==> src/rtl/writeback_stage_pkg.sv <==
// Shared encodings for the writeback stage: opcodes, load funct3 values,
// FSM states and load sizes.
package writeback_stage_pkg;

  localparam logic [6:0] OPC_LOAD      = 7'b0000011;
  localparam logic [6:0] OPC_OP_IMM    = 7'b0010011;
  localparam logic [6:0] OPC_OP        = 7'b0110011;
  localparam logic [6:0] OPC_AUIPC     = 7'b0010111;
  localparam logic [6:0] OPC_LUI       = 7'b0110111;
  localparam logic [6:0] OPC_JAL       = 7'b1101111;
  localparam logic [6:0] OPC_JALR      = 7'b1100111;
  localparam logic [6:0] OPC_STORE     = 7'b0100011;
  localparam logic [6:0] OPC_BRANCH    = 7'b1100011;
  localparam logic [6:0] OPC_OP_IMM_32 = 7'b0011011;
  localparam logic [6:0] OPC_OP_32     = 7'b0111011;

  localparam logic [2:0] F3_LB  = 3'b000;
  localparam logic [2:0] F3_LH  = 3'b001;
  localparam logic [2:0] F3_LW  = 3'b010;
  localparam logic [2:0] F3_LD  = 3'b011;
  localparam logic [2:0] F3_LBU = 3'b100;
  localparam logic [2:0] F3_LHU = 3'b101;
  localparam logic [2:0] F3_LWU = 3'b110;

  typedef enum logic {
    ST_IDLE,
    ST_WAIT
  } wb_state_e;

  // funct3[1:0] of a load is its size; funct3[2] selects zero extension.
  typedef enum logic [1:0] {
    SZ_B = 2'b00,
    SZ_H = 2'b01,
    SZ_W = 2'b10,
    SZ_D = 2'b11
  } load_size_e;

  function automatic logic load_f3_legal(input logic [2:0] f3, input int xlen);
    case (f3)
      F3_LB, F3_LH, F3_LW, F3_LBU, F3_LHU: return 1'b1;
      F3_LD, F3_LWU:                       return xlen == 64;
      default:                             return 1'b0;
    endcase
  endfunction

endpackage

==> src/rtl/writeback_stage_load_align.sv <==
// Load data alignment: selects the addressed byte/half/word/double from the
// memory read word and sign- or zero-extends it to XLEN.
module load_align
  import writeback_stage_pkg::*;
#(
  parameter int XLEN  = 32,
  parameter int OFF_W = $clog2(XLEN / 8)
) (
  input  logic [XLEN-1:0]  data_i,
  input  logic [OFF_W-1:0] off_i,
  input  load_size_e       size_i,
  input  logic             unsigned_i,
  output logic [XLEN-1:0]  data_o
);

  logic [OFF_W-1:0] lane;
  logic [XLEN-1:0]  shifted;
  logic [XLEN-1:0]  keep;
  logic             sign_bit;

  // NOTE: every combinational output gets a default before the case so no
  // path leaves it unassigned, which would infer a latch.
  always_comb begin
    lane     = '0;
    keep     = '1;
    sign_bit = 1'b0;
    shifted  = '0;
    case (size_i)
      SZ_B:    lane = off_i;
      SZ_H:    lane = off_i & ~OFF_W'(1);
      SZ_W:    lane = off_i & ~OFF_W'(3);
      default: lane = '0;
    endcase
    shifted = data_i >> {lane, 3'b000};
    case (size_i)
      SZ_B: begin
        keep     = XLEN'(8'hFF);
        sign_bit = shifted[7];
      end
      SZ_H: begin
        keep     = XLEN'(16'hFFFF);
        sign_bit = shifted[15];
      end
      SZ_W: begin
        keep     = XLEN'(32'hFFFF_FFFF);
        sign_bit = shifted[31];
      end
      default: begin
        keep     = '1;
        sign_bit = shifted[XLEN-1];
      end
    endcase
    data_o = (shifted & keep) | ((sign_bit && !unsigned_i) ? ~keep : '0);
  end

endmodule

==> src/rtl/writeback_stage.sv <==
// Writeback stage: retires one instruction per cycle, waits on load responses,
// drives the register-file write pulse and error/retire reporting.
module writeback_stage
  import writeback_stage_pkg::*;
#(
  parameter int XLEN        = 32,
  parameter int MEM_TIMEOUT = 16,
  parameter int RET_W       = 32,
  parameter int OFF_W       = $clog2(XLEN / 8)
) (
  input  logic             clk,
  input  logic             rst,
  input  logic             in_valid,
  output logic             in_ready,
  input  logic [31:0]      in_instruction,
  input  logic [XLEN-1:0]  in_pc_plus_4,
  input  logic [XLEN-1:0]  in_alu_out,
  input  logic [XLEN-1:0]  in_immediate,
  input  logic [OFF_W-1:0] in_addr_lo,
  input  logic             flush,
  input  logic [XLEN-1:0]  mem_dout,
  input  logic             mem_dout_valid,
  output logic             wb_en,
  output logic [4:0]       wb_rd,
  output logic [XLEN-1:0]  wb_data,
  output logic             err_misaligned,
  output logic             err_timeout,
  output logic             err_illegal,
  output logic [RET_W-1:0] retire_count
);

  localparam int CNT_W = (MEM_TIMEOUT > 1) ? $clog2(MEM_TIMEOUT) : 1;
  localparam logic [CNT_W-1:0] CNT_LAST = CNT_W'(MEM_TIMEOUT - 1);

  wb_state_e        state_q, state_d;
  logic [CNT_W-1:0] cnt_q, cnt_d;
  logic [4:0]       ld_rd_q, ld_rd_d;
  load_size_e       ld_size_q, ld_size_d;
  logic             ld_uns_q, ld_uns_d;
  logic [OFF_W-1:0] ld_off_q, ld_off_d;
  logic             wb_en_q, wb_en_d;
  logic [4:0]       wb_rd_q, wb_rd_d;
  logic [XLEN-1:0]  wb_data_q, wb_data_d;
  logic             err_mis_q, err_mis_d;
  logic             err_to_q, err_to_d;
  logic             err_ill_q, err_ill_d;
  logic [RET_W-1:0] retire_q, retire_d;

  logic [XLEN-1:0]  load_data;
  logic [6:0]       opcode;
  logic [2:0]       funct3;
  logic [4:0]       rd;
  load_size_e       size;
  logic             misaligned;
  logic             wr;
  logic [4:0]       wr_rd;
  logic [XLEN-1:0]  wr_val;

  assign opcode = in_instruction[6:0];
  assign rd     = in_instruction[11:7];
  assign funct3 = in_instruction[14:12];
  assign size   = load_size_e'(funct3[1:0]);

  always_comb begin
    case (size)
      SZ_H:    misaligned = in_addr_lo[0];
      SZ_W:    misaligned = in_addr_lo[1:0] != 2'b00;
      SZ_D:    misaligned = in_addr_lo != '0;
      default: misaligned = 1'b0;
    endcase
  end

  load_align #(.XLEN(XLEN), .OFF_W(OFF_W)) u_load_align (
    .data_i     (mem_dout),
    .off_i      (ld_off_q),
    .size_i     (ld_size_q),
    .unsigned_i (ld_uns_q),
    .data_o     (load_data)
  );

  always_comb begin
    state_d   = state_q;
    cnt_d     = cnt_q;
    ld_rd_d   = ld_rd_q;
    ld_size_d = ld_size_q;
    ld_uns_d  = ld_uns_q;
    ld_off_d  = ld_off_q;
    err_mis_d = 1'b0;
    err_to_d  = 1'b0;
    err_ill_d = 1'b0;
    wr        = 1'b0;
    wr_rd     = rd;
    wr_val    = '0;
    retire_d  = retire_q;
    case (state_q)
      ST_IDLE: begin
        if (in_valid) begin
          case (opcode)
            OPC_OP_IMM, OPC_OP, OPC_AUIPC: begin
              wr     = 1'b1;
              wr_val = in_alu_out;
            end
            OPC_OP_IMM_32, OPC_OP_32: begin
              if (XLEN == 64) begin
                wr     = 1'b1;
                wr_val = in_alu_out;
              end else begin
                err_ill_d = 1'b1;
              end
            end
            OPC_LUI: begin
              wr     = 1'b1;
              wr_val = in_immediate;
            end
            OPC_JAL, OPC_JALR: begin
              wr     = 1'b1;
              wr_val = in_pc_plus_4;
            end
            OPC_STORE, OPC_BRANCH: retire_d = retire_q + 1'b1;
            OPC_LOAD: begin
              if (!load_f3_legal(funct3, XLEN)) begin
                err_ill_d = 1'b1;
              end else if (misaligned) begin
                err_mis_d = 1'b1;
              end else begin
                state_d   = ST_WAIT;
                cnt_d     = '0;
                ld_rd_d   = rd;
                ld_size_d = size;
                ld_uns_d  = funct3[2];
                ld_off_d  = in_addr_lo;
              end
            end
            default: err_ill_d = 1'b1;
          endcase
        end
      end
      default: begin
        // Flush outranks a same-cycle response; a response outranks timeout.
        if (flush) begin
          state_d = ST_IDLE;
        end else if (mem_dout_valid) begin
          wr      = 1'b1;
          wr_rd   = ld_rd_q;
          wr_val  = load_data;
          state_d = ST_IDLE;
        end else if (cnt_q == CNT_LAST) begin
          err_to_d = 1'b1;
          state_d  = ST_IDLE;
        end else begin
          cnt_d = cnt_q + 1'b1;
        end
      end
    endcase
    wb_en_d   = wr && (wr_rd != 5'd0);
    wb_rd_d   = wr ? wr_rd : wb_rd_q;
    wb_data_d = wr ? wr_val : wb_data_q;
    if (wr) retire_d = retire_q + 1'b1;
  end

  // NOTE: sequential state uses non-blocking assignments so every register
  // samples the pre-edge values of its neighbours.
  always_ff @(posedge clk) begin
    if (rst) begin
      state_q   <= ST_IDLE;
      cnt_q     <= '0;
      ld_rd_q   <= '0;
      ld_size_q <= SZ_B;
      ld_uns_q  <= 1'b0;
      ld_off_q  <= '0;
      wb_en_q   <= 1'b0;
      wb_rd_q   <= '0;
      wb_data_q <= '0;
      err_mis_q <= 1'b0;
      err_to_q  <= 1'b0;
      err_ill_q <= 1'b0;
      retire_q  <= '0;
    end else begin
      state_q   <= state_d;
      cnt_q     <= cnt_d;
      ld_rd_q   <= ld_rd_d;
      ld_size_q <= ld_size_d;
      ld_uns_q  <= ld_uns_d;
      ld_off_q  <= ld_off_d;
      wb_en_q   <= wb_en_d;
      wb_rd_q   <= wb_rd_d;
      wb_data_q <= wb_data_d;
      err_mis_q <= err_mis_d;
      err_to_q  <= err_to_d;
      err_ill_q <= err_ill_d;
      retire_q  <= retire_d;
    end
  end

  assign in_ready       = state_q == ST_IDLE;
  assign wb_en          = wb_en_q;
  assign wb_rd          = wb_rd_q;
  assign wb_data        = wb_data_q;
  assign err_misaligned = err_mis_q;
  assign err_timeout    = err_to_q;
  assign err_illegal    = err_ill_q;
  assign retire_count   = retire_q;

endmodule

==> config.mk <==
export PLATFORM = sky130hd
export DESIGN_NAME = writeback_stage
export DESIGN_NICKNAME = d
export VERILOG_FILES = /design/src/rtl/writeback_stage_pkg.sv /design/src/rtl/writeback_stage_load_align.sv /design/src/rtl/writeback_stage.sv
export SDC_FILE = /design/constraint.sdc
export NUM_CORES = 1
export LEC_CHECK = 0
export CAP_MARGIN = 10
export CORE_MARGIN = 2
export CORE_UTILIZATION = 42
export DETAILED_ROUTE_END_ITERATION = 6
export GPL_ROUTABILITY_DRIVEN = 0
export GPL_TIMING_DRIVEN = 0
export PLACE_DENSITY_LB_ADDON = 0.05
export SETUP_SLACK_MARGIN = 0.2
export SLEW_MARGIN = 30
export SYNTH_ARGS = -nofsm -noshare
export SYNTH_HDL_FRONTEND = slang
export SYNTH_HIERARCHICAL = 1
export SYNTH_SLANG_ARGS = --single-unit
==> constraint.sdc <==
create_clock -name clk -period 2.8 [get_ports clk]
set_clock_uncertainty 0.15 [all_clocks]
set_input_delay 0.7 -clock clk [delete_from_list [all_inputs] [get_ports clk]]
set_output_delay 0.7 -clock clk [all_outputs]
set_load 0.1 [all_outputs]
==> results of run 1 <==
-- through the flow --
stage / TNS (ns) / setup WS, ns / cells / power [W] / instance area (µm²)
after detailed placement: -34.39 / -0.661 / 1031 / 0.00176 / 7760
final: 0 / 0.261 / 1057 / 0.00300 / 8180
after global placement: -31.14 / -0.619 / 1031 / 0.00176 / 7760
after global routing: 0 / 0.149 / 1057 / 0.00310 / 8180
after floorplan: 0 / 0.200 / 637 / 0.00148 / 5330
after CTS: 0 / 0.196 / 1055 / 0.00302 / 8160
-- final cells by class --
cell class	instances	share of cell area, %
flip-flops and latches	88	21.7
clock buffers	10	2.92
plain buffers	54	4.46
inverters	11	0.505
clock inverters	6	0.902
repair buffers	232	26.9
multi-input cells	484	39.9
well taps	172	2.63
-- logic make-up after synthesis --
kind of cell    after synthesis  synth area share (%)
compound gates              215                  26.2
simple gates                183                  16.8
flops                        88                  33.2
buf+inv                      65                  6.43
mux                          56                  12.3
xor+xnor                     28                  4.62
fa+ha+maj                     2                 0.471
-- state kept, by name, indices dropped and copies added, names as in the netlist --
register and count:
err_illegal 1, wb_en 1, retire_count 32, err_misaligned 1, ld_off_q 2, err_timeout 1, cnt_q 4, ld_size_q 2
ld_uns_q 1, wb_rd 5, ld_rd_q 5, state_q 1, wb_data 32
-- power groups by stage --
stage / Combinational, W / Clock, W / Sequential, W
4_1_cts: 0.000470 / 0.00129 / 0.00126
5_1_grt: 0.000500 / 0.00134 / 0.00126
2_1_floorplan: 0.000131 / 0 / 0.00135
3_5_place_dp: 0.000468 / 0 / 0.00129
6_report: 0.000472 / 0.00127 / 0.00126
3_3_place_gp: 0.000464 / 0 / 0.00129
-- final timing paths --
kind | from | endpoint | slack (ns)
min reg2reg | retire_count[1]$_SDFFE_PP0P_ | retire_count[1]$_SDFFE_PP0P_ | 0.33
max reg2reg | ld_off_q[0]$_SDFFE_PP0P_ | wb_data[24]$_SDFFE_PP0P_ | 0.51
min | retire_count[1]$_SDFFE_PP0P_ | retire_count[1]$_SDFFE_PP0P_ | 0.33
max | retire_count[2]$_SDFFE_PP0P_ | retire_count[2] | 0.26
-- placed cells by master (no fill, tap or decap), drive strengths merged, types with 7 or more instances in the layout --
master | synthesis | routed
xor2 | 28 | 28
mux4 | 7 | 7
nand2 | 77 | 77
buf | 13 | 23
a22oi | 32 | 32
a211oi | 7 | 7
inv | 11 | 14
a22o | 8 | 8
o22ai | 8 | 8
and3 | 8 | 8
o21ai | 54 | 54
o31ai | 16 | 16
dlygate4sd2 | 0 | 78
dfxtp | 88 | 88
mux2i | 48 | 48
nand3 | 9 | 9
nor2 | 52 | 52
o2111ai | 13 | 13
a21oi | 67 | 67
clkbuf | 41 | 52
clkdlybuf4s50 | 0 | 143
-- layer usage --
metal | global-route usage [%] | up-vias
met5 | 0 | -
met4 | 9.76 | 0
met3 | 7.21 | 27
met2 | 48.1 | 242
met1 | 32.4 | 2680
li1 | - | 2823
-- synthesized netlist by cell type, types with 3 or more instances --
library cell / n
inv_1: 11
dfxtp_1: 88
clkbuf_8: 7
a211oi_1: 6
a22oi_1: 32
clkbuf_1: 34
mux4_2: 7
nor2_1: 52
xor2_1: 28
a22o_1: 8
nand3_1: 9
o31ai_1: 15
o22ai_1: 8
o2111ai_1: 13
a21oi_1: 65
buf_1: 3
or3_1: 6
and3_1: 7
o211ai_1: 5
nor3_1: 4
nand2_1: 77
mux2i_1: 48
and4_1: 4
nand4_1: 3
o21ai_0: 52
buf_2: 7
-- repair_timing --
action / CTS / global route
pin swaps: 5 / 2
cloned: 1 / 0
setup buffers: 7 / 2
resized for setup: 126 / 6
setup endpoints to repair: 146 / 56
==> run summary, run 1 <==
Status - finished clean
Dpl hpwl - 14.4 mm
Total track usage - 27.4%
Synth top area share - 33.2%
Clock transition at path regs - 0.07 ns
Vias per cell - 5.46
Antenna Nets Post-Route - 0
Hold WS - 0.332 ns
Area occupied by registers - 1780 µm²
Area Overhead vs Synth - 54.1%
CTS tree - done
Number of synthesized register bits - 88
Sequential power share - 42.0%
Crit path buf inv count - 1
WL met2 - 9.26 mm
ANT cells - 0
EDFF count, synth - 0
Hold WC Path Type - reg -> reg
Die Y - 116 µm
Top delay family on crit path - buffers and inverters
First-pass GRT wire length - 28.9 mm
Worst path depth - 1
Starting Density - 42.6%
Post-layout util - 65.6%
Net Sw Frac - 25.3%
Syn nets - 806
Max_slew headroom - 33.7%
Vias in the first global route - 5736
Multi-input logic area - 3270 µm²
Syn avg cell area - 8.34 µm²
Power per standard cell area - 367 nW/µm²
F_max - 394 MHz
Static Leak - 3.37 nW
CP Launch Type - register
Seq/Total Area, Yosys - 33.2%
R2R depth - 7
CP required - 1.95 ns
P_int - 0.00224 W
CP Cell Sequence - dlygate4sd2_1
Pin count of the biggest net entering global routing - 17
Total gr overflow - 0
Drt drc - 0
Critical-path maximum fanout - 5
NetSw - 0.000762 W
Synth Instances - 637
Peak VDD IR - 217 µV
Min Tclk post-route - 2.54 ns
Number of DRC markers in iteration 0 - 383
Synthesized area - 5310 µm²
Critical path's slowest cell - dlygate4sd2_1
Final hold vios - 0
Max-Cap Viols - 0
Worst-Margin Slew - 0.998 ns
IO Pins - 241
Fin crit share - 90.7%
Clock Root Buffer - clkbuf_16
CP Class - reg -> out
Hold Path Stages - 2
Layout Nets - 1049
DR WL met3 - 1.67 mm
Drt pass-1 iters - 5
Vias - 5772
Clock power frac - 42.3%
Port Buf Inserts - 222
Avg WL per Cell - 17.7 µm
H-Tree Depth - 3
Number of fill cells in the layout - 1139
Max Slew Vio Count - 0
Post-synth cell types - 57
Main synth FF type - dfxtp_1
Die Wd - 116 µm
Cell taking the most area after synthesis - dfxtp_1
Antenna violations before repair - 0
Hold-fix buffers, CTS - 0
Core footprint - 12500 µm²
CP max stage delay - 0.90 ns
Routed wire length - 18.7 mm
Highest metal used - met4
# setup viols final - 0
Max clock buf depth - 2
Worst EP arrival - 1.69 ns
Layout cell share with drive strength beyond 1 - 11.6%
Num CTS Buffers - 9
Gate power share - 15.7%
# rows - 41
Yosys warns - 6
Skew-Pair Late Insertion Delay - 0.35 ns
Die area - 13600 µm²
Ys async rst share - 0%
Met1 wire length - 7.50 mm
RSZ-0062 raised after global routing - true
Num Clock Sinks - 88
Top cells by area, synth - dfxtp_1 (33%), mux2i_1 (9.0%), a21oi_1 (6.1%), nand2_1 (5.4%), o21ai_0 (4.9%)
Worst Setup End Kind - output port
Note: power is estimated with default switching activity, not from simulation.
==> run 2: changes to the inputs <==
--- a/config.mk
+++ b/config.mk
@@ -12,7 +12,7 @@
 export GPL_ROUTABILITY_DRIVEN = 0
 export GPL_TIMING_DRIVEN = 0
 export PLACE_DENSITY_LB_ADDON = 0.05
-export SETUP_SLACK_MARGIN = 0.2
+export SETUP_SLACK_MARGIN = 0.05
 export SLEW_MARGIN = 30
 export SYNTH_ARGS = -nofsm -noshare
 export SYNTH_HDL_FRONTEND = slang
==> run summary, run 2 (synthesis gave the netlist of run 1 again) <==
RSZ-0062 raised after global routing - true
F_max - 367 MHz (-6.9%)
Num Clock Sinks - 88 (unchanged)
H-Tree Depth - 3 (unchanged)
CP required - 1.95 ns (about the same)
Top delay family on crit path - buffers and inverters
Layout cell share with drive strength beyond 1 - 10.8% (-0.79 points)
Fin crit share - 97.4% (+6.7 points)
FF-to-FF End - retire_count[31]$_SDFFE_PP0P_
Max-Cap Viols - 0 (unchanged)
Power per standard cell area - 366 nW/µm² (-0.34%)
Min Tclk post-route - 2.73 ns (+0.187 ns)
Clock Root Buffer - clkbuf_16
Skew-Pair Late Insertion Delay - 0.35 ns (about the same)
HP Start - cnt_q[3]$_SDFFE_PP0P_
Critical path's slowest cell - clkdlybuf4s50_1
Max_slew headroom - 31.7% (-2.0 points)
Port Buf Inserts - 222 (unchanged)
Vias per cell - 5.45 (-0.17%)
Layout Nets - 1049 (unchanged)
Starting Density - 42.6% (unchanged)
P_int - 0.00231 W (+2.8%)
Post-layout util - 66.4% (+0.76 points)
CTS tree - done
Max Slew Vio Count - 0 (unchanged)
Hold Path Stages - 2 (unchanged)
Sequential power share - 41.7% (-0.3 points)
Net Sw Frac - 23.9% (-1.5 points)
Total gr overflow - 0 (unchanged)
Final hold vios - 0 (unchanged)
Clock transition at path regs - 0.07 ns (about the same)
Fin cells - 1057 (unchanged)
Drt drc - 0 (unchanged)
IO Pins - 241 (unchanged)
Crit path buf inv count - 1 (unchanged)
Area Overhead vs Synth - 55.9%
Vias in the first global route - 5593 (-2.5%)
Dpl hpwl - 14.0 mm (-2.6%)
Clock power frac - 42.6% (+0.3 points)
CP max stage delay - 1.16 ns (+0.26 ns)
Core footprint - 12500 µm² (unchanged)
CP Cell Sequence - clkdlybuf4s50_1
Worst Setup End Kind - output port
Hold WC Path Type - reg -> reg
Min-Delay Endpoint - err_timeout$_SDFF_PP0_
Number of DRC markers in iteration 0 - 404 (+5.5%)
Num CTS Buffers - 9 (unchanged)
Gate power share - 15.7% (about the same)
Post-route cell area - 8280 µm² (+1.2%)
Setup TNS - 0 ns (unchanged)
Pin count of the biggest net entering global routing - 16 (-1)
Crit path from - retire_count[11]$_SDFFE_PP0P_
Peak VDD IR - 271 µV (+25%)
Reg2reg setup slack - 0.53 ns (+0.02 ns)
Total track usage - 26.1% (-1.3 points)
Critical-path maximum fanout - 4 (-1)
R2R depth - 7 (unchanged)
CP Class - reg -> out
ANT cells - 0 (unchanged)
Most frequent cells in the layout - clkdlybuf4s50_1 (194), dfxtp_1 (80), nand2_1 (77), a21oi_1 (64), nor2_1 (50)
Die Y - 116 µm (unchanged)
Most common cell after layout, fill and taps aside - clkdlybuf4s50_1
Static Leak - 3.34 nW (-1.1%)
Antenna Nets Post-Route - 0 (unchanged)
Antenna violations before repair - 0 (unchanged)
Die Wd - 116 µm (unchanged)
Hold-fix buffers, CTS - 0 (unchanged)
Dpl cells - 1031 (unchanged)
NetSw - 0.000723 W (-5.0%)
Reg-to-Reg Start - retire_count[4]$_SDFFE_PP0P_
Avg WL per Cell - 17.2 µm (-2.8%)
Routed wire length - 18.2 mm (-2.8%)
First-pass GRT wire length - 27.6 mm (-4.2%)
Die area - 13600 µm² (unchanged)
# rows - 41 (unchanged)
Vias - 5762 (-0.17%)
# setup viols final - 0 (unchanged)
Worst-Margin Slew - 1.02 ns (+0.0243 ns)
Total Power - 0.00303 W (+0.81%)
CP Launch Type - register
Max clock buf depth - 2 (unchanged)
Status - finished clean
Worst EP arrival - 1.88 ns (+0.19 ns)
Post-DP Area - 7760 µm² (about the same)
Drt pass-1 iters - 5 (unchanged)
-- run 2: changes by cell type in the layout (fill, tap and decap cells not counted), moves of 3 or more --
| cell | change |
|---|---|
| clkdlybuf4s50_1 | +51 |
| o21ai_1 | -4 |
| clkbuf_8 | -3 |
| dfxtp_2 | -4 |
| dfxtp_1 | +4 |
| dlymetal6s2s_1 | +15 |
| dlygate4sd2_1 | -65 |
| o21ai_0 | +4 |
| clkinv_2 | +3 |
-- run 2: tightest hold or removal path: cells and delay by family, from the launching register on --
kind / cells / cell delay (ns)
DFF: 1 / 0.32
and+or+nand+nor: 2 / 0.14
-- run 2: worst max-delay path by stage --
stage | end | depth (start not counted)
2_1_floorplan | retire_count[31]$_SDFFE_PP0P_ | 7
3_3_place_gp | retire_count[10]$_SDFFE_PP0P_ | 9
3_5_place_dp | retire_count[8]$_SDFFE_PP0P_ | 9
4_1_cts | retire_count[31]$_SDFFE_PP0P_ | 9
5_1_grt | retire_count[11] | 1
6_report | retire_count[11] | 1
-- run 2: layout make-up --
class	count	area (µm²)
fillers	1089	4190
plain buffers	53	339
clock inverters	7	95.1
flip-flops and latches	88	1770
well taps	172	215
clock buffers	9	225
inverters	11	41.3
repair buffers	233	2350
multi-input cells	484	3240
-- run 2: what timing repair did --
item,4_1_cts,5_1_grt
buffers inserted,3,8
resized for setup,27,51
endpoints found under the setup margin,77,69
pin swaps,3,6
-- run 2: power by group through the flow --
stage	sequential, W	combinational, W	clock [W]
after detailed placement	0.00129	0.000466	0
after floorplan	0.00135	0.000131	0
after global placement	0.00129	0.000462	0
after CTS	0.00126	0.000470	0.00132
final	0.00126	0.000474	0.00129
after global routing	0.00126	0.000503	0.00136
-- run 2: per-layer routing --
| layer | vias to the layer above | GRT usage (%) | wire (µm) |
|---|---|---|---|
| li1 | 2825 | - | - |
| met1 | 2725 | 31.3 | 7520 |
| met2 | 188 | 46.7 | 9140 |
| met3 | 24 | 4.72 | 1260 |
| met4 | 0 | 9.52 | 291 |
| met5 | - | 0 | 0 |
-- run 2: through the flow --
| stage | hold WS (ns) | setup slack (ns) |
|---|---|---|
| 5_1_grt | 0.388 | 0.0261 |
| 3_5_place_dp | 0.337 | -0.655 |
| 6_report | 0.359 | 0.0742 |
| 2_1_floorplan | 0.304 | 0.0604 |
| 4_1_cts | 0.357 | 0.0450 |
| 3_3_place_gp | 0.326 | -0.621 |
==> run 3: changes to the inputs <==
--- a/config.mk
+++ b/config.mk
@@ -5,9 +5,10 @@
 export SDC_FILE = /design/constraint.sdc
 export NUM_CORES = 1
 export LEC_CHECK = 0
-export CAP_MARGIN = 10
+export ABC_AREA = 1
+export CAP_MARGIN = 20
 export CORE_MARGIN = 2
-export CORE_UTILIZATION = 42
+export CORE_UTILIZATION = 45
 export DETAILED_ROUTE_END_ITERATION = 6
 export GPL_ROUTABILITY_DRIVEN = 0
 export GPL_TIMING_DRIVEN = 0
==> run summary, run 3 <==
# setup viols final - 0 (unchanged)
Drt pass-1 iters - 7 (+2)
Synth Area in Adders - 0.394% (-0.077 points)
Peak VDD IR - 247 µV (-8.9%)
CP Cell Sequence - clkdlybuf4s50_1
GRT met2 Usage - 43.2% (-3.4 points)
Xor/xnor share of the synthesized area - 2.07% (-2.6 points)
Power per standard cell area - 322 nW/µm² (-12%)
Top delay family on crit path - buffers and inverters
Antenna Nets Post-Route - 0 (unchanged)
Top cells by instance count after synthesis - nand2_1 (409), nor2_1 (187), nand3_1 (128)
Num Clock Sinks - 88 (unchanged)
Clock Root Buffer - clkbuf_16
Max Slew Vio Count - 0 (unchanged)
CP max stage delay - 1.19 ns (+0.03 ns)
Min Tclk post-route - 2.73 ns (+0.00533 ns)
Routed wire length - 21.9 mm (+20%)
Met3 usage - 5.07% (+0.34 points)
Fin worst setup slack - 0.0689 ns (-0.00533 ns)
Vias - 7864 (+36%)
Synth top area share - 27.7% (-5.5 points)
Main synth FF type - dfxtp_1
First-pass GRT wire length - 34.1 mm (+23%)
Num CTS Buffers - 9 (unchanged)
Dpl ws - -0.190 ns (+0.465 ns)
Post-synth cell types - 32 (-44%)
Pin count of the biggest net entering global routing - 17 (+1)
Worst Setup End Kind - output port
Antenna violations before repair - 0 (unchanged)
Post-layout util - 65.8% (-0.63 points)
Number of synthesized register bits - 88 (unchanged)
Starting Density - 46.0% (+3.4 points)
Synth Instances - 1135 (+78%)
Layout cell share with drive strength beyond 1 - 5.24% (-5.6 points)
Synthesized area - 6360 µm² (+20%)
Hold WS - 0.308 ns (-0.0503 ns)
Dpl hpwl - 17.5 mm (+25%)
Seq/Total Area, Yosys - 27.7% (-5.5 points)
Largest family of logic cells by synthesized area - simple AND/OR/NAND/NOR gates
Drt drc - 0 (unchanged)
Hold WC Path Type - reg -> reg
Die Y - 123 µm (+5.5%)
Port Buf Inserts - 222 (unchanged)
Total Power - 0.00293 W (-3.3%)
CTS tree - done
Gr busiest metal - met2
Core footprint - 13800 µm² (+11%)
Static Leak - 4.17 nW (+25%)
Layout Nets - 1539 (+47%)
Number of DRC markers in iteration 0 - 601 (+49%)
Max_slew headroom - 29.3% (-2.4 points)
Vias per cell - 5.06 (-7.2%)
Clock transition at path regs - 0.07 ns (about the same)
Dpl cells - 1537 (+49%)
H-Tree Depth - 3 (unchanged)
F_max - 366 MHz (-0.20%)
Fin cells - 1555 (+47%)
Fin crit share - 97.5% (+0.19 points)
Simple-gate area share of the yosys netlist - 50.5% (+34 points)
Synth Area in Compound Gates - 7.50% (-19 points)
Hold-fix buffers, CTS - 0 (unchanged)
Critical path's slowest cell - clkdlybuf4s50_1
Worst-Margin Slew - 1.06 ns (+0.0338 ns)
CP required - 1.95 ns (about the same)
Syn nets - 1304 (+62%)
Worst EP arrival - 1.88 ns (about the same)
Mux cell area share after synthesis - 1.26% (-11 points)
Syn avg cell area - 5.60 µm² (-33%)
Top cells by area, synth - dfxtp_1 (28%), nand2_1 (24%), nor2_1 (11%), nand3_1 (10%), inv_1 (6.0%)
Crit path buf inv count - 1 (unchanged)
Critical-path maximum fanout - 2 (-2)
# rows - 43 (+4.9%)
Ys async rst share - 0% (unchanged)
CP Class - reg -> out
Die area - 15100 µm² (+11%)
Cell taking the most area after synthesis - dfxtp_1
Grt met1 use - 41.4% (+10 points)
Yosys warns - 6 (unchanged)
Skew-Pair Late Insertion Delay - 0.35 ns (about the same)
Max clock buf depth - 2 (unchanged)
RSZ-0062 raised after global routing - false
Avg WL per Cell - 14.1 µm (-18%)
Most frequent cells in the layout - nand2_1 (409), nor2_1 (187), clkdlybuf4s50_1 (185), nand3_1 (128), inv_1 (102)
CP Launch Type - register
ANT cells - 0 (unchanged)
Total track usage - 28.9% (+2.9 points)
IO Pins - 241 (unchanged)
Final hold vios - 0 (unchanged)
Total gr overflow - 0 (unchanged)
Area Overhead vs Synth - 43.1%
Most common cell after layout, fill and taps aside - nand2_1
Die Wd - 123 µm (+5.5%)
Max-Cap Viols - 0 (unchanged)
Cell with the most instances after synthesis - nand2_1
Status - finished clean
EDFF count, synth - 0 (unchanged)
Vias in the first global route - 6771 (+21%)
-- run 3: path summary, 6_finish.rpt --
| kind | depth (start not counted) | end | slack, ns | startpoint |
|---|---|---|---|---|
| setup / recovery | 1 | wb_data[0] | 0.07 | wb_data[0]$_SDFFE_PP0P_ |
| hold / removal | 2 | ld_rd_q[2]$_SDFFE_PP0P_ | 0.31 | ld_rd_q[2]$_SDFFE_PP0P_ |
| setup reg to reg | 9 | retire_count[28]$_SDFFE_PP0P_ | 0.53 | retire_count[0]$_SDFFE_PP0P_ |
| hold reg to reg | 2 | ld_rd_q[2]$_SDFFE_PP0P_ | 0.31 | ld_rd_q[2]$_SDFFE_PP0P_ |
-- run 3: area by class of cell --
cell class,count,area [µm²]
clock inverters,7,78.8
plain buffers,52,260
fillers,1376,4730
repair buffers,224,2210
flip-flops and latches,88,1760
well taps,180,225
clock buffers,9,225
inverters,110,413
multi-input cells,885,3920
-- run 3: timing repair --
action	in CTS	in global routing
setup endpoints to repair	32	7
resized for setup	32	5
pin swaps	0	1
setup buffers	0	2
-- run 3: cell families after synthesis --
family / after synthesis
buffers and inverters: 162
flip-flops: 88
adder cells (fa/ha/maj): 2
AND/OR/NAND/NOR: 768
AO/OA/AOI/OAI: 92
XOR/XNOR: 15
multiplexers: 8
-- run 3: tightest hold or removal path: stages, from the launching register on --
cell and delay [ns]:
dfxtp_1 0.30, inv_1 0.06, a21oi_1 0.06
-- run 3: through the flow --
stage	setup TNS, ns	area (µm²)
5_1_grt	0	9090
3_5_place_dp	-3.09	8800
2_1_floorplan	0	6360
3_3_place_gp	-2.76	8800
4_1_cts	0	9070
6_report	0	9090
-- run 3: per-layer routing --
metal	vias up	part of all wire, %	wire [µm]
met1	3446	46	10000
met4	0	3.0	667
met2	356	42	9270
li1	4018	-	-
met5	-	0	0
met3	44	8.7	1900
-- run 3: power by group --
part	internal, W	total [W]	switching [W]
clock	0.000701	0.00125	0.000550
combinational	0.000230	0.000419	0.000189
sequential	0.00125	0.00126	0.00000247
total	0.00219	0.00293	0.000742
